[src/rtl/mem_ctrl_pkg.sv]
// Shared encodings for the byte-serial memory controller.
package mem_ctrl_pkg;

  // funct3 load/store length encodings
  localparam logic [2:0] LEN_B  = 3'b000;
  localparam logic [2:0] LEN_H  = 3'b001;
  localparam logic [2:0] LEN_W  = 3'b010;
  localparam logic [2:0] LEN_BU = 3'b100;
  localparam logic [2:0] LEN_HU = 3'b101;

  // FSM state encodings
  localparam logic [1:0] ST_IDLE   = 2'd0;
  localparam logic [1:0] ST_DREAD  = 2'd1;
  localparam logic [1:0] ST_DWRITE = 2'd2;
  localparam logic [1:0] ST_IREAD  = 2'd3;

  // First byte of the 8-byte IO window
  localparam logic [31:0] IO_BASE_DEF = 32'h0003_0000;

  // Request fields latched at acceptance; the address lives in the bus address register
  typedef struct packed {
    logic [2:0]  len;
    logic [31:0] value;
  } mem_req_t;

  // Number of bus bytes for a funct3 length: 00 -> 1, 01 -> 2, 1x -> 4
  function automatic logic [2:0] byte_cnt(input logic [2:0] len);
    case (len[1:0])
      2'b00:   return 3'd1;
      2'b01:   return 3'd2;
      default: return 3'd4;
    endcase
  endfunction

endpackage

[src/rtl/mem_ext.sv]
// Combinational sign/zero extender for little-endian load data.
module mem_ext
  import mem_ctrl_pkg::*;
(
  input  logic [31:0] raw,
  input  logic [2:0]  len,
  output logic [31:0] result
);

  // Extend from bit 8N-1; unsigned forms zero-fill, words pass through
  always_comb begin
    result = raw;
    case (len)
      LEN_B:   result = {{24{raw[7]}}, raw[7:0]};
      LEN_BU:  result = {24'h0, raw[7:0]};
      LEN_H:   result = {{16{raw[15]}}, raw[15:0]};
      LEN_HU:  result = {16'h0, raw[15:0]};
      LEN_W:   result = raw;
      default: result = raw;
    endcase
  end

endmodule

[src/rtl/mem_ctrl.sv]
// Byte-serial memory controller: arbitrates LSB data and instruction fetch
// onto the 8-bit RAM/IO bus, one byte per cycle.
module mem_ctrl
  import mem_ctrl_pkg::*;
#(
  parameter logic [31:0] IO_BASE = IO_BASE_DEF
) (
  input  logic        clk_in,
  input  logic        rst_in,
  input  logic        rdy_in,
  input  logic        rob_clear,
  input  logic        io_buffer_full,
  input  logic [7:0]  mem_din,
  output logic [7:0]  mem_dout,
  output logic [31:0] mem_a,
  output logic        mem_wr,
  input  logic        lsb_valid,
  input  logic        lsb_wr,
  input  logic [2:0]  lsb_len,
  input  logic [31:0] lsb_addr,
  input  logic [31:0] lsb_value,
  output logic        lsb_ready,
  output logic [31:0] lsb_result,
  input  logic        if_valid,
  input  logic [31:0] if_addr,
  output logic        if_ready,
  output logic [31:0] if_data
);

  logic [1:0]  state_q;
  mem_req_t    req_q;
  logic [2:0]  cnt_q;      // current cycle index k within the transaction
  logic [31:0] asm_q;      // little-endian assembly of read bytes
  logic [31:0] asm_nxt;
  logic [31:0] ext_res;
  logic [31:0] mem_a_q;
  logic [7:0]  mem_dout_q;
  logic        mem_wr_q;
  logic        lsb_ready_q;
  logic        if_ready_q;
  logic        kill_q;     // flush seen during a write: finish bytes, drop the pulse
  logic [2:0]  n_bytes;
  logic        io_stall;
  logic [1:0]  cap_idx;
  logic [1:0]  nxt_idx;

  assign n_bytes  = (state_q == ST_IREAD) ? 3'd4 : byte_cnt(req_q.len);
  // Wrap-safe window test: IO_BASE..IO_BASE+7
  assign io_stall = io_buffer_full && (state_q == ST_DWRITE) &&
                    ((mem_a_q - IO_BASE) < 32'd8);
  assign cap_idx  = cnt_q[1:0] - 2'd1;
  assign nxt_idx  = cnt_q[1:0] + 2'd1;

  // Byte presented in cycle k-1 arrives in cycle k; fold it into the assembly
  always_comb begin
    asm_nxt = asm_q;
    if (cnt_q != 3'd0) asm_nxt[{cap_idx, 3'b000} +: 8] = mem_din;
  end

  mem_ext u_ext (
    .raw    (asm_nxt),
    .len    (req_q.len),
    .result (ext_res)
  );

  assign mem_a     = mem_a_q;
  assign mem_dout  = mem_dout_q;
  assign mem_wr    = mem_wr_q && rdy_in && !io_stall;
  assign lsb_ready = lsb_ready_q && !rob_clear;
  assign if_ready  = if_ready_q && !rob_clear;

  // Arbiter + byte sequencer; ready pulses last exactly one cycle
  always_ff @(posedge clk_in) begin
    if (rst_in) begin
      state_q     <= ST_IDLE;
      req_q       <= '0;
      cnt_q       <= 3'd0;
      asm_q       <= 32'h0;
      mem_a_q     <= 32'h0;
      mem_dout_q  <= 8'h0;
      mem_wr_q    <= 1'b0;
      lsb_ready_q <= 1'b0;
      lsb_result  <= 32'h0;
      if_ready_q  <= 1'b0;
      if_data     <= 32'h0;
      kill_q      <= 1'b0;
    end else if (rdy_in) begin
      lsb_ready_q <= 1'b0;
      if_ready_q  <= 1'b0;
      case (state_q)
        ST_IDLE: begin
          // A requester is not re-accepted while its own ready pulse is up
          if (!rob_clear) begin
            if (lsb_valid && !lsb_ready_q) begin
              req_q      <= '{len: lsb_len, value: lsb_value};
              state_q    <= lsb_wr ? ST_DWRITE : ST_DREAD;
              mem_a_q    <= lsb_addr;
              mem_wr_q   <= lsb_wr;
              mem_dout_q <= lsb_wr ? lsb_value[7:0] : 8'h0;
              cnt_q      <= 3'd0;
              asm_q      <= 32'h0;
              kill_q     <= 1'b0;
            end else if (if_valid && !if_ready_q) begin
              req_q      <= '{len: LEN_W, value: 32'h0};
              state_q    <= ST_IREAD;
              mem_a_q    <= if_addr;
              mem_wr_q   <= 1'b0;
              mem_dout_q <= 8'h0;
              cnt_q      <= 3'd0;
              asm_q      <= 32'h0;
              kill_q     <= 1'b0;
            end
          end
        end
        ST_DREAD, ST_IREAD: begin
          if (rob_clear) begin
            state_q <= ST_IDLE;
            cnt_q   <= 3'd0;
          end else begin
            asm_q <= asm_nxt;
            if (cnt_q == n_bytes) begin
              state_q <= ST_IDLE;
              cnt_q   <= 3'd0;
              if (state_q == ST_IREAD) begin
                if_ready_q <= 1'b1;
                if_data    <= asm_nxt;
              end else begin
                lsb_ready_q <= 1'b1;
                lsb_result  <= ext_res;
              end
            end else begin
              cnt_q <= cnt_q + 3'd1;
              if (cnt_q + 3'd1 < n_bytes) mem_a_q <= mem_a_q + 32'd1;
            end
          end
        end
        ST_DWRITE: begin
          if (rob_clear) kill_q <= 1'b1;
          if (!io_stall) begin
            if (cnt_q + 3'd1 == n_bytes) begin
              state_q     <= ST_IDLE;
              mem_wr_q    <= 1'b0;
              cnt_q       <= 3'd0;
              lsb_ready_q <= !(kill_q || rob_clear);
              lsb_result  <= 32'h0;
            end else begin
              cnt_q      <= cnt_q + 3'd1;
              mem_a_q    <= mem_a_q + 32'd1;
              mem_dout_q <= req_q.value[{nxt_idx, 3'b000} +: 8];
            end
          end
        end
        default: state_q <= ST_IDLE;
      endcase
    end
  end

endmodule

[config.mk]
export PLATFORM = sky130hd
export DESIGN_NAME = mem_ctrl
export DESIGN_NICKNAME = d
export VERILOG_FILES = /design/src/rtl/mem_ctrl_pkg.sv /design/src/rtl/mem_ext.sv /design/src/rtl/mem_ctrl.sv
export SDC_FILE = /design/constraint.sdc
export NUM_CORES = 1
export LEC_CHECK = 0
export ABC_AREA = 0
export BUFFER_PORTS_ARGS = -buffer_cell sky130_fd_sc_hd__buf_2
export CAP_MARGIN = 30
export CORE_ASPECT_RATIO = 0.6
export CORE_MARGIN = 4
export CORE_UTILIZATION = 32
export CTS_CLUSTER_DIAMETER = 50
export DETAILED_ROUTE_END_ITERATION = 8
export GPL_ROUTABILITY_DRIVEN = 0
export GPL_TIMING_DRIVEN = 0
export SYNTH_ARGS = -nofsm -noshare
export SYNTH_HDL_FRONTEND = slang
export SYNTH_SLANG_ARGS = --single-unit
[constraint.sdc]
create_clock -name clk_in -period 3.5 [get_ports clk_in]
set_clock_uncertainty 0.1 [all_clocks]
set_input_delay 0.175 -clock clk_in [delete_from_list [all_inputs] [get_ports clk_in]]
set_output_delay 0.175 -clock clk_in [all_outputs]
set_load 0.02 [all_outputs]
# Word-level counts from Yosys, hierarchy flattened
# Cells that the tools add are included.
classes:
  addsub: 6
  magnitude_cmp: 2
  div: 0
  bitwise_logic: 1
  eq_ne: 21
  muxes: 71
  multipliers: 0
  shift: 3
  reduce_logical: 33
ops:
  columns: ["op", "n"]
  rows:
  - ["two-way mux 32 bit", 18]
  - ["one-hot mux 32 bit (2 select lines)", 2]
  - ["one-hot mux 32 bit (4 select lines)", 1]
  - ["one-hot mux 32 bit (3 select lines)", 1]
  - ["two-way mux 35 bit", 2]
  - ["two-way mux 8 bit", 6]
  - ["adder 32 x 1 -> 32 bit, second input constant", 1]
  - ["bitwise mux 32 bit", 1]
  - ["less-than comparator 32 x 4 -> 1 bit, second input constant", 1]
  - ["variable shift 8 x 7 -> 32 bit, first input constant", 1]
  - ["variable part select 32 x 6 -> 8 bit", 1]
  - ["variable part select 8 x 7 -> 32 bit", 1]
  - ["subtractor 32 x 18 -> 32 bit, second input constant", 1]
  - ["two-way mux 3 bit", 8]
  - ["inequality test 2 bit, second input constant", 9]
  - ["AND reduction 6 bit", 3]
  - ["two-way mux 1 bit", 17]
  - ["two-way mux 2 bit", 8]
  - ["one-hot mux 8 bit (2 select lines)", 1]
  - ["AND reduction 5 bit", 3]
  - ["one-hot mux 3 bit (3 select lines)", 1]
  - ["logical AND 1 bit", 8]
  - ["AND reduction 4 bit", 2]
  - ["AND reduction 8 bit", 1]
  - ["24 further kinds", 39]
word_totals:
  wordCells: 150
  mem_bits_ro: 0
  ff_bits: 180
  input_bits: 115
  latchBits: 0
  n_memories: 0
  ramBits: 0

# Logic depth before layout (Yosys ltp)
# Gate-level depths: netlist of the first run.
depth:
  depth_word: 10
  mapped_depth: 12
  ltp_nobuf: 10

# Cells and area by module
# A second synthesis of the first run with hierarchy kept.
unflattened:
  cells_unflattened: 1154
  area_unflattened_um2: 9510.4
modules_own_cells:
  columns: ["module", "cells_each", "area_per_inst_um2", "n_inst"]
  rows:
  - ["mem_ctrl", 1087, 9155.0, 1]
  - ["mem_ext", 67, 355.3, 1]

# Worst setup path before layout of the first run
# No wires, ideal clock.
synth_path:
  kind: "flip-flop to flip-flop"
  startpoint: "register req_q[33] (netlist bit)"
  endpoint: "register lsb_result[16]"
  stages_incl_launch_ff: 12
  setup_slack_ps: 443
  arrival_time_ps: 2840
  path_buffers: 3
  synth_period_minus_slack_ps: 3057
  setup_time_ps: 117
  path_cell_list: "dfxtp_1 > clkbuf_1 > buf_1 > nor3_1 > ha_1 > or4_4 > o32ai_4 > a21oi_2 > nor3_4 > nor2_2 > buf_2 > a22o_1"
synth_via:
  elab_chain_cells: 6
synth_rtl:
  columns: ["element", "line", "text"]
  rows:
  - ["start, declared", "mem_ctrl.sv:31", "mem_req_t req_q;"]
  - ["start signal, assigned", "mem_ctrl.sv:95", "req_q <= '{len: lsb_len, value: lsb_value};"]
  - ["start signal, assigned", "mem_ctrl.sv:104", "req_q <= '{len: LEN_W, value: 32'h0};"]
  - ["== test 2 x 1 -> 1 bit, or another cell as far along", "mem_ctrl_pkg.sv:28", "case (len[1:0])"]
  - ["one-hot mux 3 bit (2 select lines) / one-hot mux 32 bit (4 select lines) (equally long branches)", "mem_ctrl_pkg.sv:28, mem_ext.sv:13", null]
  - ["two-way mux 3 bit / two-way mux 32 bit (equally long branches)", "mem_ctrl.sv:47, mem_ctrl.sv:124", null]
  - ["== test 3 bit, or another cell as far along", "mem_ctrl.sv:121", "if (cnt_q == n_bytes) begin"]
  - ["inequality test 2 bit (no source line), or another cell as far along", null, null]
  - ["AND reduction 7 bit (no source line) / one-hot mux 32 bit (2 select lines) (equally long branches)", null, null]
  - ["end signal, assigned", "mem_ctrl.sv:129", "lsb_result <= ext_res;"]
  - ["end, declared", "mem_ctrl.sv:23", "output logic [31:0] lsb_result,"]
# Several ways; a longest one is shown, not always the timed one. The select of a mux whose other input is x is not followed.
# A chain may end at the register's enable or synchronous reset.

# Worst setup path in the final report of the first run
layout_path:
  startpoint: "register req_q[33] (netlist bit)"
  endpoint: "register if_data[9]"
layout_via:
  elab_chain_cells: 5
layout_rtl:
  columns: ["element", "line", "text"]
  rows:
  - ["== test 2 x 1 -> 1 bit / logical NOT 2 bit (equally long branches)", "mem_ctrl_pkg.sv:28", null]
  - ["one-hot mux 3 bit (2 select lines) (*)", "mem_ctrl_pkg.sv:28", null]
  - ["two-way mux 3 bit (*)", "mem_ctrl.sv:47", "assign n_bytes = (state_q == ST_IREAD) ? 3'd4 : byte_cnt(req_q.len);"]
  - ["== test 3 bit (*)", "mem_ctrl.sv:121", null]
  - ["AND reduction 5 bit (no source line) (*)", null, null]
  - ["end signal, assigned", "mem_ctrl.sv:126", "if_data <= asm_nxt;"]
  - ["end, declared", "mem_ctrl.sv:27", "output logic [31:0] if_data"]
# Mark *: on every way between the ends. The rest lies on a longest branch, timed or not.

==> results of run 1 <==
[flip-flops by register name, summed over array words and instances, names as in the netlist]
| name | flops |
|---|---|
| mem_dout | 8 |
| lsb_ready_q | 1 |
| state_q | 2 |
| asm_q | 32 |
| if_ready_q | 1 |
| mem_a | 32 |
| kill_q | 1 |
| lsb_result | 32 |
| cnt_q | 3 |
| req_q | 35 |
| mem_wr_q | 1 |
| if_data | 32 |
[cell families after synthesis]
group,share of synthesized area
buffers and inverters,0.04625
DFF,0.4111
xor gates and xnor gates,0.003855
muxes,0.03812
AOI/OAI and AO/OA,0.2454
and+or+nand+nor,0.2338
adders and majority gates,0.02141
[power breakdown]
group          total [mW]  switching (mW)  internal [mW]  leakage, nW
Combinational        1.04           0.690          0.348         2.75
Sequential           2.22          0.0961           2.12         1.46
Clock                1.88           0.898          0.987        0.263
[layer usage]
| metal | track usage | part of all wire | vias up |
|---|---|---|---|
| li1 | - | - | 4511 |
| met1 | 0.3658 | 0.50 | 4668 |
| met2 | 0.3138 | 0.39 | 471 |
| met3 | 0.07682 | 0.10 | 32 |
| met4 | 0.04544 | 0.010 | 0 |
| met5 | 0 | 0 | - |
[final cells by class]
class	count	area [um^2]	area share
antenna	1	2.502	0.0002208
buffer	83	375.4	0.03312
clock buffer	18	429.2	0.03786
clock inverter	13	127.6	0.01126
inverter	15	56.30	0.004967
multi-input combinational	807	4770	0.4208
sequential	180	3605	0.3180
tap	360	450.4	0.03974
timing repair buffer	263	1519	0.1340
[through the flow]
stage	hold WS, ps	util	power [mW]
after floorplan	223.3	-	2.813
after global placement	310.5	0.3863	3.206
after detailed placement	316.0	0.3867	3.217
after CTS	1.856	0.4236	5.132
after global routing	29.03	0.4243	5.348
final	30.19	0.4244	5.142
[critical path, delay by kind of cell, from the launching register on]
kind                     cells  cell delay, ps
buffers and inverters        4            1200
AND/OR/NAND/NOR              3             790
flip-flops                   1             390
adder cells (fa/ha/maj)      1             360
AO/OA/AOI/OAI                2             350
[repair_timing]
item                       CTS  global route
hold buffers                37             0
setup endpoints to repair  114            95
buffers inserted             5             0
hold endpoints to repair    37             0
pin swaps                    2             0
gates resized for setup     10            14
[final timing paths]
path / endpoint / slack (ps) / cells after the start
worst max-delay path: if_data[9] / 170 / 10
worst min-delay path: mem_a[13] / 30 / 5
worst min register to register: asm_q[22] / 360 / 2
worst max register to register: if_data[9] / 170 / 10
[placed cells by master (no fill, tap or decap), drive strengths merged, types with 10 or more instances in the layout]
| cell | netlist | final |
|---|---|---|
| nor4 | 14 | 14 |
| inv | 15 | 18 |
| a22o | 17 | 17 |
| o211ai | 11 | 11 |
| a22oi | 66 | 66 |
| nor3 | 41 | 41 |
| clkbuf | 54 | 75 |
| buf | 29 | 251 |
| dlygate4sd3 | 0 | 37 |
| mux2i | 12 | 12 |
| nand2b | 20 | 20 |
| nor3b | 10 | 10 |
| nand3 | 20 | 20 |
| ha | 15 | 15 |
| dfxtp | 180 | 180 |
| nand2 | 119 | 119 |
| nor2 | 159 | 159 |
| o21ai | 48 | 48 |
| a21oi | 108 | 108 |
| a211oi | 47 | 47 |
==> impl_metrics.json, run 1 <==
{
  "status": "complete, no violations",
  "cp_slowest_cell": "or4_4",
  "post-place-cells": 1666,
  "path_max_fanout": 11,
  "criticalPathCategory": "flop to flop",
  "num_vias": 9682,
  "clkSlewWorstSetupHoldPaths_ps": 80,
  "max_freq_mhz": 299.9,
  "ir_drop_uv": 291.0,
  "die_w_um": 221.7,
  "reg2reg_from": "req_q[33]",
  "drtIter0Drc": 1035,
  "root_buffer": "clkbuf_16",
  "drc": 0,
  "cts_buffers": 17,
  "min_from": "lsb_addr[13]",
  "synthCells": 1085,
  "finalHoldViolCount": 0,
  "htreeDepth": 4,
  "area_growth_pct": 29.32,
  "setup_viol": 0,
  "cap_violations": 0,
  "totalWireLength_um": 36080,
  "critPathLaunch": "req_q[33]",
  "max_slew.worst_pin.slew_ps": 1037,
  "cts.sinks": 180,
  "die_h_um": 136.2,
  "synth_top_area_share": 0.4111,
  "ys_warn_count": 0,
  "crit_path_end_kind": "flop",
  "fill_cells": 2719,
  "min_period_ps": 3335,
  "worst_slack_ps": 165.2,
  "yosysMostFrequentCell": "dfxtp_1",
  "path_cells": "clkbuf_4 -> clkbuf_4 -> nor3_1 -> ha_1 -> or4_4 -> o32ai_4 -> and3_1 -> buf_2 -> buf_1 -> a211oi_1",
  "ys_seq_area_frac": 0.4111,
  "synth_area_leaders": "dfxtp_1, nor2_1, a21oi_1",
  "cp.arrival_ps": 3540,
  "layout-drive-gt1-share": 0.2255,
  "max_slew_margin": 0.3031,
  "core-area_mm2": 0.02671,
  "synth_enable_flop_cells": 0,
  "grt_overflow": 0,
  "hold_path.class": "primary input to flop",
  "die_area_mm2": 0.03019,
  "place_worst_setup_slack_ps": -514.1,
  "p_leak_nw": 4.475,
  "dp_hpwl_um": 27180,
  "fp-row-count": 46,
  "final_cell_area_mm2": 0.01133,
  "max_stage_delay_ps": 510,
  "stdcell_count": 1740,
  "start_util": 0.3282,
  "vias_per_cell": 5.564,
  "syn_area_per_cell_um2": 8.078,
  "grt_max_degree": 17,
  "grt_pass1_vias": 9097,
  "start_kind": "flop",
  "io_buffers": 220,
  "grtUsageTotal": 0.2359,
  "clk_latency_ps": 450,
  "finalCritPeriodShare": 0.9528,
  "cpMostUsedCell": "clkbuf_4",
  "clock_path_buffers": 2,
  "nNetsFinal": 1497,
  "finalSetupTns_ps": 0,
  "ys_ff_latch": 180,
  "yosys.cell_types.count": 62,
  "async_flop_share": 0,
  "synth_ff_type": "dfxtp_1",
  "maxSlewViolCount": 0,
  "firstDrtPassIters": 6,
  "grt_pass1_wl_um": 55230,
  "antenna_left": 0,
  "antenna_found_initial": 0,
  "pin_count": 222,
  "syn_nets": 1215,
  "synth_common_cells": "dfxtp_1, nor2_1, nand2_1, a21oi_1, a22oi_1",
  "synth_top_area_cell": "dfxtp_1",
  "wl_per_cell_um": 20.74,
  "cts_tree": "built",
  "syn-cell-area_mm2": 0.008765,
  "placed_area_mm2": 0.01033,
  "cp_data_required_time_ps": 3700,
  "powerDensity_mw_per_mm2": 453.7
}
No activity file was read; power rests on OpenSTA's default activity.
==> inputs of run 2 (changes only) <==
--- a/config.mk
+++ b/config.mk
@@ -15,6 +15,7 @@
 export DETAILED_ROUTE_END_ITERATION = 8
 export GPL_ROUTABILITY_DRIVEN = 0
 export GPL_TIMING_DRIVEN = 0
+export HOLD_SLACK_MARGIN = 0.06
 export SYNTH_ARGS = -nofsm -noshare
 export SYNTH_HDL_FRONTEND = slang
 export SYNTH_SLANG_ARGS = --single-unit
==> run 2 against run 1 <==
  * Register-to-register slack is essentially flat
  * Worst setup slack worse by 7.2 ps
  * Die area did not move
  * Sequential cell count unchanged
  * Via count grew 0.45%
  * Worst hold slack better by 52 ps
  * Combinational power is essentially flat
  * Global-route usage increased by 0.12 points
  * Largest power group unchanged
  * Highest routed layer unchanged
==> impl_metrics.json, run 2 (synthesis gave the netlist of run 1 again) <==
{
  "setup_viol": 0,
  "grt_max_degree": 17,
  "root_buffer": "clkbuf_16",
  "die_w_um": 221.7,
  "cp_data_required_time_ps": 3700,
  "grt_pass1_vias": 9168,
  "final_common_cell": "buf_2",
  "final_cell_area_mm2": 0.01148,
  "wl_met1_um": 18110,
  "antenna_found_initial": 0,
  "p_leak_nw": 4.537,
  "timing.hold.ws_ps": 82.25,
  "antenna_left": 0,
  "cpMostUsedCell": "clkbuf_4",
  "pin_count": 222,
  "final_cell_mix": "buf_2, dfxtp_1, nor2_1, nand2_1, a21oi_1",
  "ir_drop_uv": 291.8,
  "total_power_mw": 5.166,
  "grtUsageTotal": 0.2370,
  "worst_slack_ps": 158.0,
  "path_max_fanout": 11,
  "final_core_util": 0.4300,
  "num_vias": 9726,
  "min_path_cells": 5,
  "max_freq_mhz": 299.2,
  "wl_met2_um": 13980,
  "hold_path.class": "primary input to flop",
  "p_switching_mw": 1.684,
  "die_area_mm2": 0.03019,
  "dr_wl_met3_um": 3675,
  "grt_pass1_wl_um": 55560,
  "finalCritPeriodShare": 0.9549,
  "comb_power_share": 0.207,
  "finalSetupTns_ps": 0,
  "pwr-share-clk": 0.364,
  "start_kind": "flop",
  "drtIter0Drc": 1045,
  "seqPwrFrac": 0.429,
  "drc": 0,
  "core-area_mm2": 0.02671,
  "vias_per_cell": 5.542,
  "r2r_cells": 10,
  "max_slew.worst_pin.slew_ps": 1041,
  "die_h_um": 136.2,
  "grt_overflow": 0,
  "status": "complete, no violations",
  "clkSlewWorstSetupHoldPaths_ps": 80,
  "largest_reg_flops": 35,
  "max_stage_delay_ps": 520,
  "stdcell_count": 1755,
  "cts.sinks": 180,
  "clock_path_buffers": 2,
  "wl_per_cell_um": 20.61,
  "largest-register": "req_q",
  "cts_buffers": 17,
  "htreeDepth": 4,
  "maxSlewViolCount": 0,
  "post-place-cells": 1666,
  "dp_hpwl_um": 27180,
  "r2r_slack_ps": 160,
  "finalHoldViolCount": 0,
  "powerDensity_mw_per_mm2": 449.9,
  "firstDrtPassIters": 5,
  "path_cells": "clkbuf_4 -> clkbuf_4 -> nor3_1 -> ha_1 -> or4_4 -> o32ai_4 -> and3_1 -> buf_2 -> buf_1 -> a211oi_1",
  "io_buffers": 220,
  "cp_slowest_cell": "or4_4",
  "place_worst_setup_slack_ps": -514.1,
  "cp.arrival_ps": 3540,
  "placed_area_mm2": 0.01033,
  "cap_violations": 0,
  "top_layer_used": "met4",
  "clk_latency_ps": 450,
  "area_growth_pct": 31.01,
  "start_util": 0.3282,
  "layout-drive-gt1-share": 0.2224,
  "max_slew_margin": 0.3005,
  "p_int_mw": 3.482,
  "nNetsFinal": 1512,
  "min_period_ps": 3342,
  "criticalPathCategory": "flop to flop",
  "cts_tree": "built",
  "fp-row-count": 46,
  "totalWireLength_um": 36170,
  "swShare": 0.3260,
  "crit_path_end_kind": "flop"
}
==> run 2: cell types whose count changed in the layout (fill, tap and decap cells not counted), sizes merged <==
cell,before,now
buf,251,252
clkbuf,75,74
dlygate4sd3,37,52
==> run 2: per-layer routing <==
layer | up-vias | global-route usage
li1 | 4540 | -
met1 | 4680 | 0.3680
met2 | 479 | 0.3143
met3 | 27 | 0.07574
met4 | 0 | 0.04888
met5 | - | 0
==> run 2: power groups by stage <==
stage                     combinational, mW  sequential, mW  clock [mW]
final                                  1.07            2.22        1.88
after global routing                   1.15            2.23        2.00
after CTS                              1.04            2.21        1.91
after detailed placement              0.958            2.26           0
after global placement                0.950            2.26           0
after floorplan                       0.511            2.30           0
==> run 2: cell type report <==
type | count | area (um^2)
Antenna cell | 1 | 2.502
Inverter | 15 | 56.30
Timing Repair Buffer | 278 | 1669
Clock inverter | 13 | 127.6
Fill cell | 2703 | 15220
Buffer | 83 | 375.4
Tap cell | 360 | 450.4
Clock buffer | 18 | 429.2
Sequential cell | 180 | 3605
Multi-Input combinational cell | 807 | 4767
==> run 2: what timing repair did <==
action,4_1_cts,5_1_grt
pin swaps,2,0
endpoints found under the hold margin,45,0
endpoints found under the setup margin,114,95
hold buffers,52,0
buffers inserted,5,0
resized for setup,10,12
==> run 2: critical path, delay by kind of cell (launching register included) <==
family / cells / cell delay [ps]
flops: 1 / 380
simple gates: 3 / 800
buf+inv: 4 / 1200
compound gates: 2 / 350
fa+ha+maj: 1 / 360
==> run 2: worst paths after layout <==
path,from,to
hold / removal,lsb_addr[20],mem_a[20]
hold reg to reg,asm_q[18],asm_q[18]
setup reg to reg,req_q[33],if_data[9]
setup / recovery,req_q[33],if_data[9]
==> inputs of run 3 (changes only) <==
--- a/config.mk
+++ b/config.mk
@@ -10,12 +10,13 @@
 export CAP_MARGIN = 30
 export CORE_ASPECT_RATIO = 0.6
 export CORE_MARGIN = 4
-export CORE_UTILIZATION = 32
+export CORE_UTILIZATION = 54
 export CTS_CLUSTER_DIAMETER = 50
 export DETAILED_ROUTE_END_ITERATION = 8
 export GPL_ROUTABILITY_DRIVEN = 0
-export GPL_TIMING_DRIVEN = 0
+export GPL_TIMING_DRIVEN = 1
 export HOLD_SLACK_MARGIN = 0.06
+export PLACE_DENSITY = 0.81
 export SYNTH_ARGS = -nofsm -noshare
 export SYNTH_HDL_FRONTEND = slang
 export SYNTH_SLANG_ARGS = --single-unit
==> run 3 against run 2 <==
  * Clock power rose by 4%
  * Fmax is 4.3% higher
  * Worst hold slack worse by 25 ps
  * Sequential share of layout area increased by 1.2 points
  * Utilization is 28 points higher
  * Sequential power barely moved
  * First-iteration DRC count shrank 0.77%
  * Sequential cell count stayed put
  * Final area shrank 3.6%
==> impl_metrics.json, run 3 (synthesis gave the netlist of run 1 again) <==
{
  "ir_drop_uv": 354.5,
  "clkSlewWorstSetupHoldPaths_ps": 70,
  "clock_path_buffers": 2,
  "critPathTopFamily": "simple AND/OR/NAND/NOR gates",
  "final_cell_area_mm2": 0.01107,
  "antennaDiodeCount": 0,
  "fp-row-count": 35,
  "cpMostUsedCell": "ha_1",
  "cp.arrival_ps": 3420,
  "finalHoldViolCount": 0,
  "maxSlewViolCount": 0,
  "grtUsageTotal": 0.3011,
  "die_w_um": 172.5,
  "setup_viol": 0,
  "min_period_ps": 3203,
  "antenna_found_initial": 0,
  "powerDensity_mw_per_mm2": 461.0,
  "core-area_mm2": 0.01563,
  "hold_path.class": "primary input to flop",
  "drtIter0Drc": 1037,
  "cap_violations": 0,
  "firstDrtPassIters": 6,
  "nNetsFinal": 1443,
  "pin_count": 222,
  "cp_slowest_cell": "and4_1",
  "rsz0062_at_grt": "false",
  "path_cells": "ha_1 -> nor2_1 -> nand2_1 -> ha_1 -> nor2b_1 -> o21a_1 -> o41ai_2 -> and4_1 -> buf_4 -> a21oi_1 -> a311oi_1",
  "drc": 0,
  "max_stage_delay_ps": 470,
  "cts_setup_buffers": 0,
  "htreeDepth": 4,
  "grt_max_degree": 80,
  "wl_per_cell_um": 18.36,
  "clk_latency_ps": 420,
  "path_max_fanout": 22,
  "layout-drive-gt1-share": 0.2345,
  "placed_area_mm2": 0.01003,
  "antenna_left": 0,
  "dp_hpwl_um": 18930,
  "totalWireLength_um": 28070,
  "cp_num_buf_inv": 1,
  "start_util": 0.5606,
  "largest-register": "req_q",
  "die_area_mm2": 0.01840,
  "cts_buffers": 17,
  "stdcell_count": 1529,
  "cts.sinks": 180,
  "final_common_cell": "buf_2",
  "grt_pass1_vias": 8550,
  "finalSetupTns_ps": 0,
  "p_leak_nw": 4.464,
  "grt_overflow": 0,
  "final_cell_mix": "buf_2, dfxtp_1, nor2_1, nand2_1, a21oi_1",
  "max_freq_mhz": 312.2,
  "post-place-cells": 1453,
  "start_kind": "flop",
  "regArea_mm2": 0.003603,
  "crit_path_end_kind": "flop",
  "grt_pass1_wl_um": 45110,
  "die_h_um": 106.7,
  "io_buffers": 221,
  "largest_reg_flops": 35,
  "criticalPathCategory": "flop to flop",
  "multiInputGateArea_mm2": 0.004770,
  "fill_cells": 1307,
  "root_buffer": "clkbuf_16",
  "status": "complete, no violations",
  "cp_data_required_time_ps": 3720,
  "max_slew_margin": 0.4482,
  "max_slew.worst_pin.slew_ps": 821.4,
  "area_growth_pct": 26.31,
  "cts_tree": "built",
  "num_vias": 9241,
  "vias_per_cell": 6.044,
  "finalCritPeriodShare": 0.9153
}
run 3: cell types whose count changed in the layout (fill, tap and decap cells not counted), moves of 4 or more:
cell	before	now
buf_1	9	0
buf_2	233	220
buf_4	7	26
clkbuf_1	51	1
clkbuf_4	4	0
dlygate4sd3_1	52	44
inv_8	0	4
run 3: layout make-up:
class,count,share of cell area
Clock buffer,19,0.04001
Clock inverter,13,0.01447
Inverter,15,0.005086
Multi-Input combinational cell,807,0.4308
Sequential cell,180,0.3255
Tap cell,203,0.02294
Timing Repair Buffer,292,0.1612
run 3: path summary, 6_finish.rpt:
| path | end | cells after the start | slack (ps) | from |
|---|---|---|---|---|
| hold reg to reg | asm_q[22] | 2 | 350 | asm_q[22] |
| setup reg to reg | mem_a[21] | 11 | 300 | state_q[0] |
| hold / removal | mem_a[7] | 5 | 60 | if_addr[7] |
| setup / recovery | mem_a[21] | 11 | 300 | state_q[0] |
run 3: tightest hold or removal path: cells and delay by family:
family | cells | cell delay [ps]
and+or+nand+nor | 3 | 210
buffers and inverters | 1 | 70
AOI/OAI and AO/OA | 1 | 60
run 3: metal layers:
metal	vias up	routed length [um]	GRT usage
li1	4388	-	-
met4	0	280	0.05609
met1	4290	13000	0.4670
met2	533	11680	0.4312
met3	30	3106	0.06301
met5	-	0	0
run 3: report_power, final:
part	leakage [nW]	switching [mW]	total, mW	internal (mW)
sequential	1.46	0.0952	2.22	2.12
clock	0.296	0.907	1.95	1.04
combinational	2.71	0.588	0.934	0.346
total	4.46	1.59	5.10	3.51
run 3: timing repair:
item	in CTS	in global routing
gates resized for setup	0	0
hold buffers	44	0
endpoints found under the hold margin	41	0
run 3: through the flow:
step                        util  power, mW  hold WS, ps  worst slack (ps)
after floorplan                -      2.813        223.3             443.4
final                     0.7081      5.103        57.31             296.5
after global placement    0.6396      3.095        308.0             489.0
after global routing      0.7081      5.302        98.22             84.60
after detailed placement  0.6414      3.125        320.1             378.0
after CTS                 0.7081      5.089        65.07             351.5
